===== config.mk =====
export PLATFORM = sky130hd
export DESIGN_NAME = instr_prefetch_queue
export DESIGN_NICKNAME = d
export VERILOG_FILES = /design/src/rtl/instr_prefetch_queue_pkg.sv /design/src/rtl/instr_prefetch_queue_mem.sv /design/src/rtl/instr_prefetch_queue.sv
export SDC_FILE = /design/constraint.sdc
export NUM_CORES = 1
export LEC_CHECK = 0
export ABC_AREA = 1
export CAP_MARGIN = 20
export CORE_UTILIZATION = 55
export DETAILED_ROUTE_END_ITERATION = 10
export PLACE_DENSITY = 0.8
export RECOVER_POWER = 100
export SLEW_MARGIN = 20
export SYNTH_ARGS = -nofsm -noshare
export SYNTH_HDL_FRONTEND = slang
export SYNTH_SLANG_ARGS = --single-unit

===== constraint.sdc =====
create_clock -name clk -period 4.5 [get_ports clk]
set_clock_uncertainty 0.2 [all_clocks]
set_input_delay 0.9 -clock clk [delete_from_list [all_inputs] [get_ports clk]]
set_output_delay 0.9 -clock clk [all_outputs]
set_load 0.01 [all_outputs]

===== src/rtl/instr_prefetch_queue_pkg.sv =====
`default_nettype none
// ============================================================================
//  Module      : instr_prefetch_queue_pkg
//  Description : Shared constants and types for the instruction prefetch
//                queue: default address/instruction widths and the queue
//                entry layout {address, word}.
//  Revision    : 1.0 - initial release
// ============================================================================
package instr_prefetch_queue_pkg;

    localparam int DEFAULT_ADDR_WIDTH  = 16;
    localparam int DEFAULT_INSTR_WIDTH = 28;

    // One queue entry at default widths. The address sits in the upper bits,
    // matching the packing used by the storage array.
    typedef struct packed {
        logic [DEFAULT_ADDR_WIDTH-1:0]  addr;
        logic [DEFAULT_INSTR_WIDTH-1:0] word;
    } instrEntry_t;

endpackage : instr_prefetch_queue_pkg
`default_nettype wire


===== src/rtl/instr_prefetch_queue_mem.sv =====
`default_nettype none
// ============================================================================
//  Module      : prefetch_queue_mem
//  Description : DEPTH x WIDTH register array for the prefetch queue.
//                One synchronous write port, one asynchronous read port.
//                Data registers carry no reset; validity is tracked by the
//                queue controller.
//  Ports       : clk        - clock
//                iWrEn      - write enable
//                iWrAddr    - write index
//                iWrData    - write data
//                iRdAddr    - read index
//                oRdData    - read data (combinational from the array)
//  Revision    : 1.0 - initial release
// ============================================================================
module prefetch_queue_mem
    import instr_prefetch_queue_pkg::*;
#(
    parameter int DEPTH = 4,
    parameter int WIDTH = DEFAULT_ADDR_WIDTH + DEFAULT_INSTR_WIDTH
) (
    input  logic                     clk,
    input  logic                     iWrEn,
    input  logic [$clog2(DEPTH)-1:0] iWrAddr,
    input  logic [WIDTH-1:0]         iWrData,
    input  logic [$clog2(DEPTH)-1:0] iRdAddr,
    output logic [WIDTH-1:0]         oRdData
);

    logic [WIDTH-1:0] rMem [DEPTH];

    always_ff @(posedge clk) begin
        if (iWrEn) begin
            rMem[iWrAddr] <= iWrData;
        end
    end

    assign oRdData = rMem[iRdAddr];

endmodule : prefetch_queue_mem
`default_nettype wire


===== src/rtl/instr_prefetch_queue.sv =====
`default_nettype none
// ============================================================================
//  Module      : instr_prefetch_queue
//  Description : Instruction prefetch queue. A fetch pointer addresses a
//                combinational ROM; each cycle with room (or a simultaneous
//                pop) the {address, word} pair is pushed and the pointer
//                advances. A taken branch flushes the queue and reloads the
//                fetch pointer.
//  Config      : PREFETCH_BYPASS_EN - when defined, an empty queue presents
//                the ROM word directly to decode (one-cycle branch latency).
//  Ports       : clk           - clock
//                rst           - asynchronous active-high reset
//                iBranchTaken  - flush and redirect
//                iBranchTarget - new fetch address
//                oROMAddress   - ROM address (fetch pointer)
//                iROMData      - ROM word at oROMAddress
//                oInstruction  - head instruction
//                oInstrAddr    - head instruction address
//                oValid        - head is valid
//                iReady        - decode accepts head
//                oCount        - queue occupancy
//  Revision    : 1.0 - initial release
// ============================================================================
module instr_prefetch_queue
    import instr_prefetch_queue_pkg::*;
#(
    parameter int DEPTH       = 4,
    parameter int ADDR_WIDTH  = DEFAULT_ADDR_WIDTH,
    parameter int INSTR_WIDTH = DEFAULT_INSTR_WIDTH
) (
    input  logic                     clk,
    input  logic                     rst,
    input  logic                     iBranchTaken,
    input  logic [ADDR_WIDTH-1:0]    iBranchTarget,
    output logic [ADDR_WIDTH-1:0]    oROMAddress,
    input  logic [INSTR_WIDTH-1:0]   iROMData,
    output logic [INSTR_WIDTH-1:0]   oInstruction,
    output logic [ADDR_WIDTH-1:0]    oInstrAddr,
    output logic                     oValid,
    input  logic                     iReady,
    output logic [$clog2(DEPTH):0]   oCount
);

    localparam int cPtrWidth   = $clog2(DEPTH);
    localparam int cCntWidth   = cPtrWidth + 1;
    localparam int cEntryWidth = ADDR_WIDTH + INSTR_WIDTH;

    logic [ADDR_WIDTH-1:0]  rFetchIP;
    logic [cPtrWidth-1:0]   rHead;
    logic [cPtrWidth-1:0]   rTail;
    logic [cCntWidth-1:0]   rCount;

    logic [cEntryWidth-1:0] wHeadEntry;
    logic [ADDR_WIDTH-1:0]  wHeadAddr;
    logic [INSTR_WIDTH-1:0] wHeadWord;
    logic                   wQueueValid;
    logic                   wFull;
    logic                   wPop;
    logic                   wPush;
    logic                   wWrite;

    assign wHeadAddr   = wHeadEntry[cEntryWidth-1:INSTR_WIDTH];
    assign wHeadWord   = wHeadEntry[INSTR_WIDTH-1:0];
    assign wQueueValid = (rCount != '0);
    assign wFull       = (rCount == cCntWidth'(DEPTH));

    // Pop only ever refers to a stored entry; a bypassed word is consumed
    // without touching the head pointer.
    assign wPop  = wQueueValid && iReady;
    // A pop frees a slot on the same edge, so a full queue can still push.
    assign wPush = !iBranchTaken && (!wFull || wPop);

`ifdef PREFETCH_BYPASS_EN
    logic wBypass;
    logic wBypassTake;

    // rst gating keeps the outputs quiet while reset is held.
    assign wBypass     = !wQueueValid && !iBranchTaken && !rst;
    assign wBypassTake = wBypass && iReady;
    // A word accepted straight from the ROM never needs a queue slot.
    assign wWrite      = wPush && !wBypassTake;

    assign oValid       = wQueueValid || wBypass;
    assign oInstruction = wBypass ? iROMData : (wQueueValid ? wHeadWord : '0);
    assign oInstrAddr   = wBypass ? rFetchIP : (wQueueValid ? wHeadAddr : '0);
`else
    assign wWrite = wPush;

    // Outputs come only from stored entries; zeroed when the queue is empty
    // so that uninitialised storage never reaches decode.
    assign oValid       = wQueueValid;
    assign oInstruction = wQueueValid ? wHeadWord : '0;
    assign oInstrAddr   = wQueueValid ? wHeadAddr : '0;
`endif

    assign oROMAddress = rFetchIP;
    assign oCount      = rCount;

    prefetch_queue_mem #(
        .DEPTH (DEPTH),
        .WIDTH (cEntryWidth)
    ) uMem (
        .clk     (clk),
        .iWrEn   (wWrite),
        .iWrAddr (rTail),
        .iWrData ({rFetchIP, iROMData}),
        .iRdAddr (rHead),
        .oRdData (wHeadEntry)
    );

    always_ff @(posedge clk or posedge rst) begin
        if (rst) begin
            rFetchIP <= '0;
            rHead    <= '0;
            rTail    <= '0;
            rCount   <= '0;
        end else if (iBranchTaken) begin
            // Redirect wins over any push/pop in the same cycle.
            rFetchIP <= iBranchTarget;
            rHead    <= '0;
            rTail    <= '0;
            rCount   <= '0;
        end else begin
            if (wPush) begin
                rFetchIP <= rFetchIP + ADDR_WIDTH'(1);
            end
            if (wWrite) begin
                rTail <= rTail + cPtrWidth'(1);
            end
            if (wPop) begin
                rHead <= rHead + cPtrWidth'(1);
            end
            case ({wWrite, wPop})
                2'b10:   rCount <= rCount + cCntWidth'(1);
                2'b01:   rCount <= rCount - cCntWidth'(1);
                default: rCount <= rCount;
            endcase
        end
    end

endmodule : instr_prefetch_queue
`default_nettype wire

# Word level (Yosys, flattened, before mapping)
# Memories as Yosys holds them, arrays and structs flattened.
# Index checks and enable logic that the tools add are counted.
[op_classes] add_sub_neg=5 n_eq_ne=3 n_mux=12 reduce_logical=9
[ops] operator="two-way mux 16 bit" n=3
[ops] operator="two-way mux 28 bit" n=1
[ops] operator="adder 16 x 1 -> 16 bit (second input constant)" n=1
[ops] operator="two-way mux 2 bit" n=4
[ops] operator="case mux 3 bit (2 select lines)" n=1
[ops] operator="nonzero test 3 bit" n=2
[ops] operator="adder 2 x 1 -> 2 bit (second input constant)" n=2
[ops] operator="nonzero test 2 bit" n=2
[ops] operator="adder 3 x 1 -> 3 bit (second input constant)" n=1
[ops] operator="equality test 3 bit (second input constant)" n=1
[ops] operator="two-way mux 3 bit" n=1
[ops] operator="subtractor 3 x 1 -> 3 bit (second input constant)" n=1
[ops] operator="equality test 2 x 1 -> 1 bit (second input constant)" n=1
[ops] operator="equality test 2 bit (second input constant)" n=1
[ops] operator="logical AND 1 bit" n=2
[ops] operator="logical NOT 1 bit" n=2
[ops] operator="two-way mux 1 bit" n=2
[ops] operator="logical OR 1 bit" n=1
[totals] ff_bits=23 ramBits=176 input_bits=48 output_inout_bits=64 word_cells=34 mem_count=1
[memory_table] name="uMem.rMem" words=4 word_bits=44 read_ports=1 rd_clocked_by_memory_dff=0 write_ports=1 line="instr_prefetch_queue_mem.sv:30" rtl="logic [WIDTH-1:0] rMem [DEPTH];"

# Longest topological paths before layout
[logic_depth] depth_word=7 ltp_mapped=9 depth_no_buf=9

# Hierarchy
# From an unflattened synthesis, not the netlist that was laid out.
[hier_totals] hier_cells=990 hier_area_um2=9266.4
[by_module_without_submodules] module="prefetch_queue_mem" n_inst=1 cells_per_inst=697 area_each_um2=7419.6 seq_area_each_um2=5285.1
[by_module_without_submodules] module="instr_prefetch_queue" n_inst=1 cells_per_inst=293 area_each_um2=1846.8 seq_area_each_um2=575.6

# Least setup slack after synthesis
# OpenSTA, ideal clock, no wires.
[synth_timing] path_kind="in2reg" start="input port iBranchTaken" end="memory uMem.rMem[0][0] in the netlist's numbering (enable)" setup_ns=0.446 t_arrival_ns=3.116 required_ns=3.854 path_slack_ns=0.738 path_stages=4 path_buffers=1 path_cell_list="buf_2 -> inv_2 -> nand2_2 -> nor2_1"
[synth_between] elab_chain_cells=4
[synth_lines] element="from (decl)" line="instr_prefetch_queue.sv:33" rtl="input logic iBranchTaken,"
[synth_lines] element="logical NOT 1 bit" line="instr_prefetch_queue.sv:71" rtl="assign wPush = !iBranchTaken && (!wFull || wPop);"
[synth_lines] element="logical AND 1 bit" line="instr_prefetch_queue.sv:71"
[synth_lines] element="two-way mux 1 bit" line="instr_prefetch_queue_mem.sv:33" rtl="if (iWrEn) begin"
[synth_lines] element="two-way mux 1 bit (implied by the code)" line="instr_prefetch_queue_mem.sv:34" rtl="rMem[iWrAddr] <= iWrData;"
[synth_lines] element="to (decl)" line="instr_prefetch_queue_mem.sv:30"
# No other way between the ends.

# Worst setup path after layout
[layout_timing] start="input port iBranchTaken" end="memory uMem.rMem[3][15] in the netlist's numbering (enable)"
# The elaborated chain is that of the path after synthesis.

==> results.sh <==
export IMPL_status="finished with violations"
export IMPL_violations="design-rule violations"
export IMPL_worst_slack_ps=415
export IMPL_area_growth_pct=21.6
export IMPL_synth_cell_types=30
export IMPL_cts_root_buf="clkbuf_16"
export IMPL_grt_pass1_wl_mm=28.4
export IMPL_fin_crit_sh_pct=90.8
export IMPL_clk_pin_slew_ps=70
export IMPL_tightest_slew_ps=1250
export IMPL_vias_per_cell=5.63
export IMPL_num_vias=5860
export IMPL_synth_flop_cell="edfxtp_1"
export IMPL_worst_path_max_fanout=18
export IMPL_grt_max_degree=89
export IMPL_clk_latency_ps=430
export IMPL_crit_path_end_kind="register"
export IMPL_post_synth_top_area_cell="edfxtp_1"
export IMPL_criticalPathCategory="input pin to register"
export IMPL_finalNetCount=897
export IMPL_io_buffers=111
export IMPL_row_count=44
export IMPL_ys_warn_count=0
export IMPL_post_cts_resized=0
export IMPL_core_mm2=0.0146
export IMPL_finalCoreUtilization_pct=69.2
export IMPL_gr_total_overflow=0
export IMPL_min_period_ps=4080
export IMPL_r2r_end="uMem.rMem[3][15]"
export IMPL_clkSinkCount=199
export IMPL_synth_most_common_cell="nor2_1"
export IMPL_htree_levels=4
export IMPL_power_density_mw_per_mm2=502
export IMPL_r2r_slack_ps=1730
export IMPL_cpPeakStageDelay_ps=910
export IMPL_cts_setup_buffers=0
export IMPL_cap_violations=0
export IMPL_drt_pass1_iterations=10
export IMPL_drc=10
export IMPL_syn_num_nets=791
export IMPL_p_leak_nw=3.73
export IMPL_synth_cells=737
export IMPL_place_gp_congestion=0.838
export IMPL_ant_nets=0
export IMPL_startpoint="iBranchTaken"
export IMPL_syn_mean_instance_area_um2=11.3
export IMPL_die_area_mm2=0.0156
export IMPL_critical_path_top_delay_family="buffers and inverters"
export IMPL_io_pins=112
export IMPL_die_h_um=125
export IMPL_wl_mm=18.0
export IMPL_syn_cell_area_mm2=0.00833
export IMPL_critical_path_slowest_cell="nor2_2"
export IMPL_avgRoutedWirePerCell_um=17.3
export IMPL_max_clock_path_buffers=2
export IMPL_pre_cts_ws_ps=1050
export IMPL_drtIter0Drc=576
export IMPL_numCtsBuffers=17
export IMPL_async_reset_ff_share_pct=11.6
export IMPL_grt_pass1_vias=5719
export IMPL_hold_end="uMem.rMem[0][42]"
export IMPL_grt_usage_pct=23.8
export IMPL_ys_seq_elements=199
export IMPL_antenna_found_initial=0
export IMPL_setup_viol=0
export IMPL_r2r_start="oCount[0]"
export IMPL_whs_path_depth=0
export IMPL_synth_edf_count=176
export IMPL_cp_required_ps=4410
export IMPL_ys_seq_area_share_pct=70.4
export IMPL_synth_top_area_share_pct=63.5
export IMPL_rsz0062_at_grt="no"
export IMPL_diodes=0
export IMPL_reg2regPathDepth=5
export IMPL_cts_tree="done"
export IMPL_initial_core_util_pct=56.9
export IMPL_cp_buffers_inverters=4
export IMPL_drive_gt1_share_pct=7.71
export IMPL_cp_cell_sequence="dlygate4sd3_1 > clkbuf_1 > inv_1 > nand2_1 > nor2_2 > buf_4"
export IMPL_max_freq_mhz=245
export IMPL_arrival_ps=3990
export IMPL_cts_hold_buffers_added=0
export IMPL_peakVddDrop_mv=0.332
export IMPL_finalMaxSlewViolations=0
export IMPL_finalSetupTns_ps=0
export IMPL_critPathLaunchType="input pin"
export IMPL_hold_viol=0
export IMPL_dieWidth_um=125
export IMPL_hold_path_class="register to register"
export IMPL_dp_hpwl_mm=11.1
export IMPL_min_from="oROMAddress[14]"
export IMPL_relSlewSlack_pct=16.4
export IMPL_yosys_top_cells_count="nor2_1 (198), edfxtp_1 (176), nand2_1 (68), o21ai_0 (64), a21oi_1 (49)"
export IMPL_ys_top_cells_by_area="edfxtp_1 (63%), nor2_1 (8.9%), dfrtp_1 (6.9%)"
worst max-delay path by stage:
stage	end	depth (start not counted)
3_3_place_gp	uMem.rMem[3][11]	6
6_report	uMem.rMem[3][15]	6
3_5_place_dp	uMem.rMem[3][9]	6
2_1_floorplan	uMem.rMem[0][0]	4
4_1_cts	oInstrAddr[8]	6
5_1_grt	uMem.rMem[2][22]	6
worst register-to-register path, stage by stage, from the launching register on:
cell and delay [ps]:
dfrtp_1 420, inv_2 90, nand4_2 110, nand2_1 300, nor2_2 910, buf_4 410
routing by layer:
layer / vias to the layer above / part of all wire, % / GRT usage, %
met5: - / 0 / 0
met4: 0 / 1.8 / 8.82
met3: 33 / 7.1 / 5.01
met2: 262 / 49 / 39.4
met1: 2801 / 42 / 31.2
li1: 2764 / - / -
through the flow:
step                area [µm²]  cells  total power, mW  hold slack, ps
global placement          9590   1008             3.74             316
detailed placement        9590   1008             3.77             359
finish                   10100   1040             5.09             431
global route             10100   1040             5.32             465
floorplan                 8330    737             3.09             300
CTS                      10200   1040             5.21             400
placed cells by master, fill, tap and decap left out, drive strengths merged, types with 3 or more instances in the layout:
cell / netlist / layout
inv: 31 / 32
buf: 24 / 6
nor2: 204 / 204
xor2: 3 / 3
a21oi: 49 / 49
o21ai: 97 / 97
clkinvlp: 0 / 4
edfxtp: 176 / 176
clkbuf: 12 / 24
dlygate4sd3: 0 / 92
dfrtp: 23 / 23
nand2: 72 / 72
nand3: 25 / 25
ha: 5 / 5
clkdlybuf4s50: 0 / 19
nand4: 4 / 4
clkinv: 1 / 8
a22oi: 3 / 3
power by group:
| part | internal [mW] | leakage [nW] | switching (mW) | total, mW |
|---|---|---|---|---|
| Combinational | 0.534 | 1.56 | 0.796 | 1.33 |
| Sequential | 2.21 | 1.90 | 0.108 | 2.32 |
| Clock | 0.811 | 0.265 | 0.631 | 1.44 |
cells by family (layout without fill, tap and decap cells):
logic type | count (synthesis) | in the layout | synth area share [%]
XOR/XNOR | 3 | 3 | 0.316
AO/OA/AOI/OAI | 153 | 153 | 9.37
buffers and inverters | 68 | 187 | 3.85
flip-flops | 199 | 199 | 70.4
adder cells (fa/ha/maj) | 6 | 6 | 0.991
AND/OR/NAND/NOR | 308 | 308 | 15.1
flip-flops by register name, summed over array words and instances, names as in the netlist:
signal,count
uMem.rMem,176
oROMAddress,16
oCount,3
rHead,2
rTail,2
cell type report:
cell class	count	area, µm²
Clock buffer	18	429
Clock inverter	14	134
Fill cell	1039	4520
Inverter	32	120
Multi-Input combinational cell	470	2160
Sequential cell	199	5860
Tap cell	184	230
Timing Repair Buffer	123	1190
Note: power is estimated with default switching activity, not from simulation.
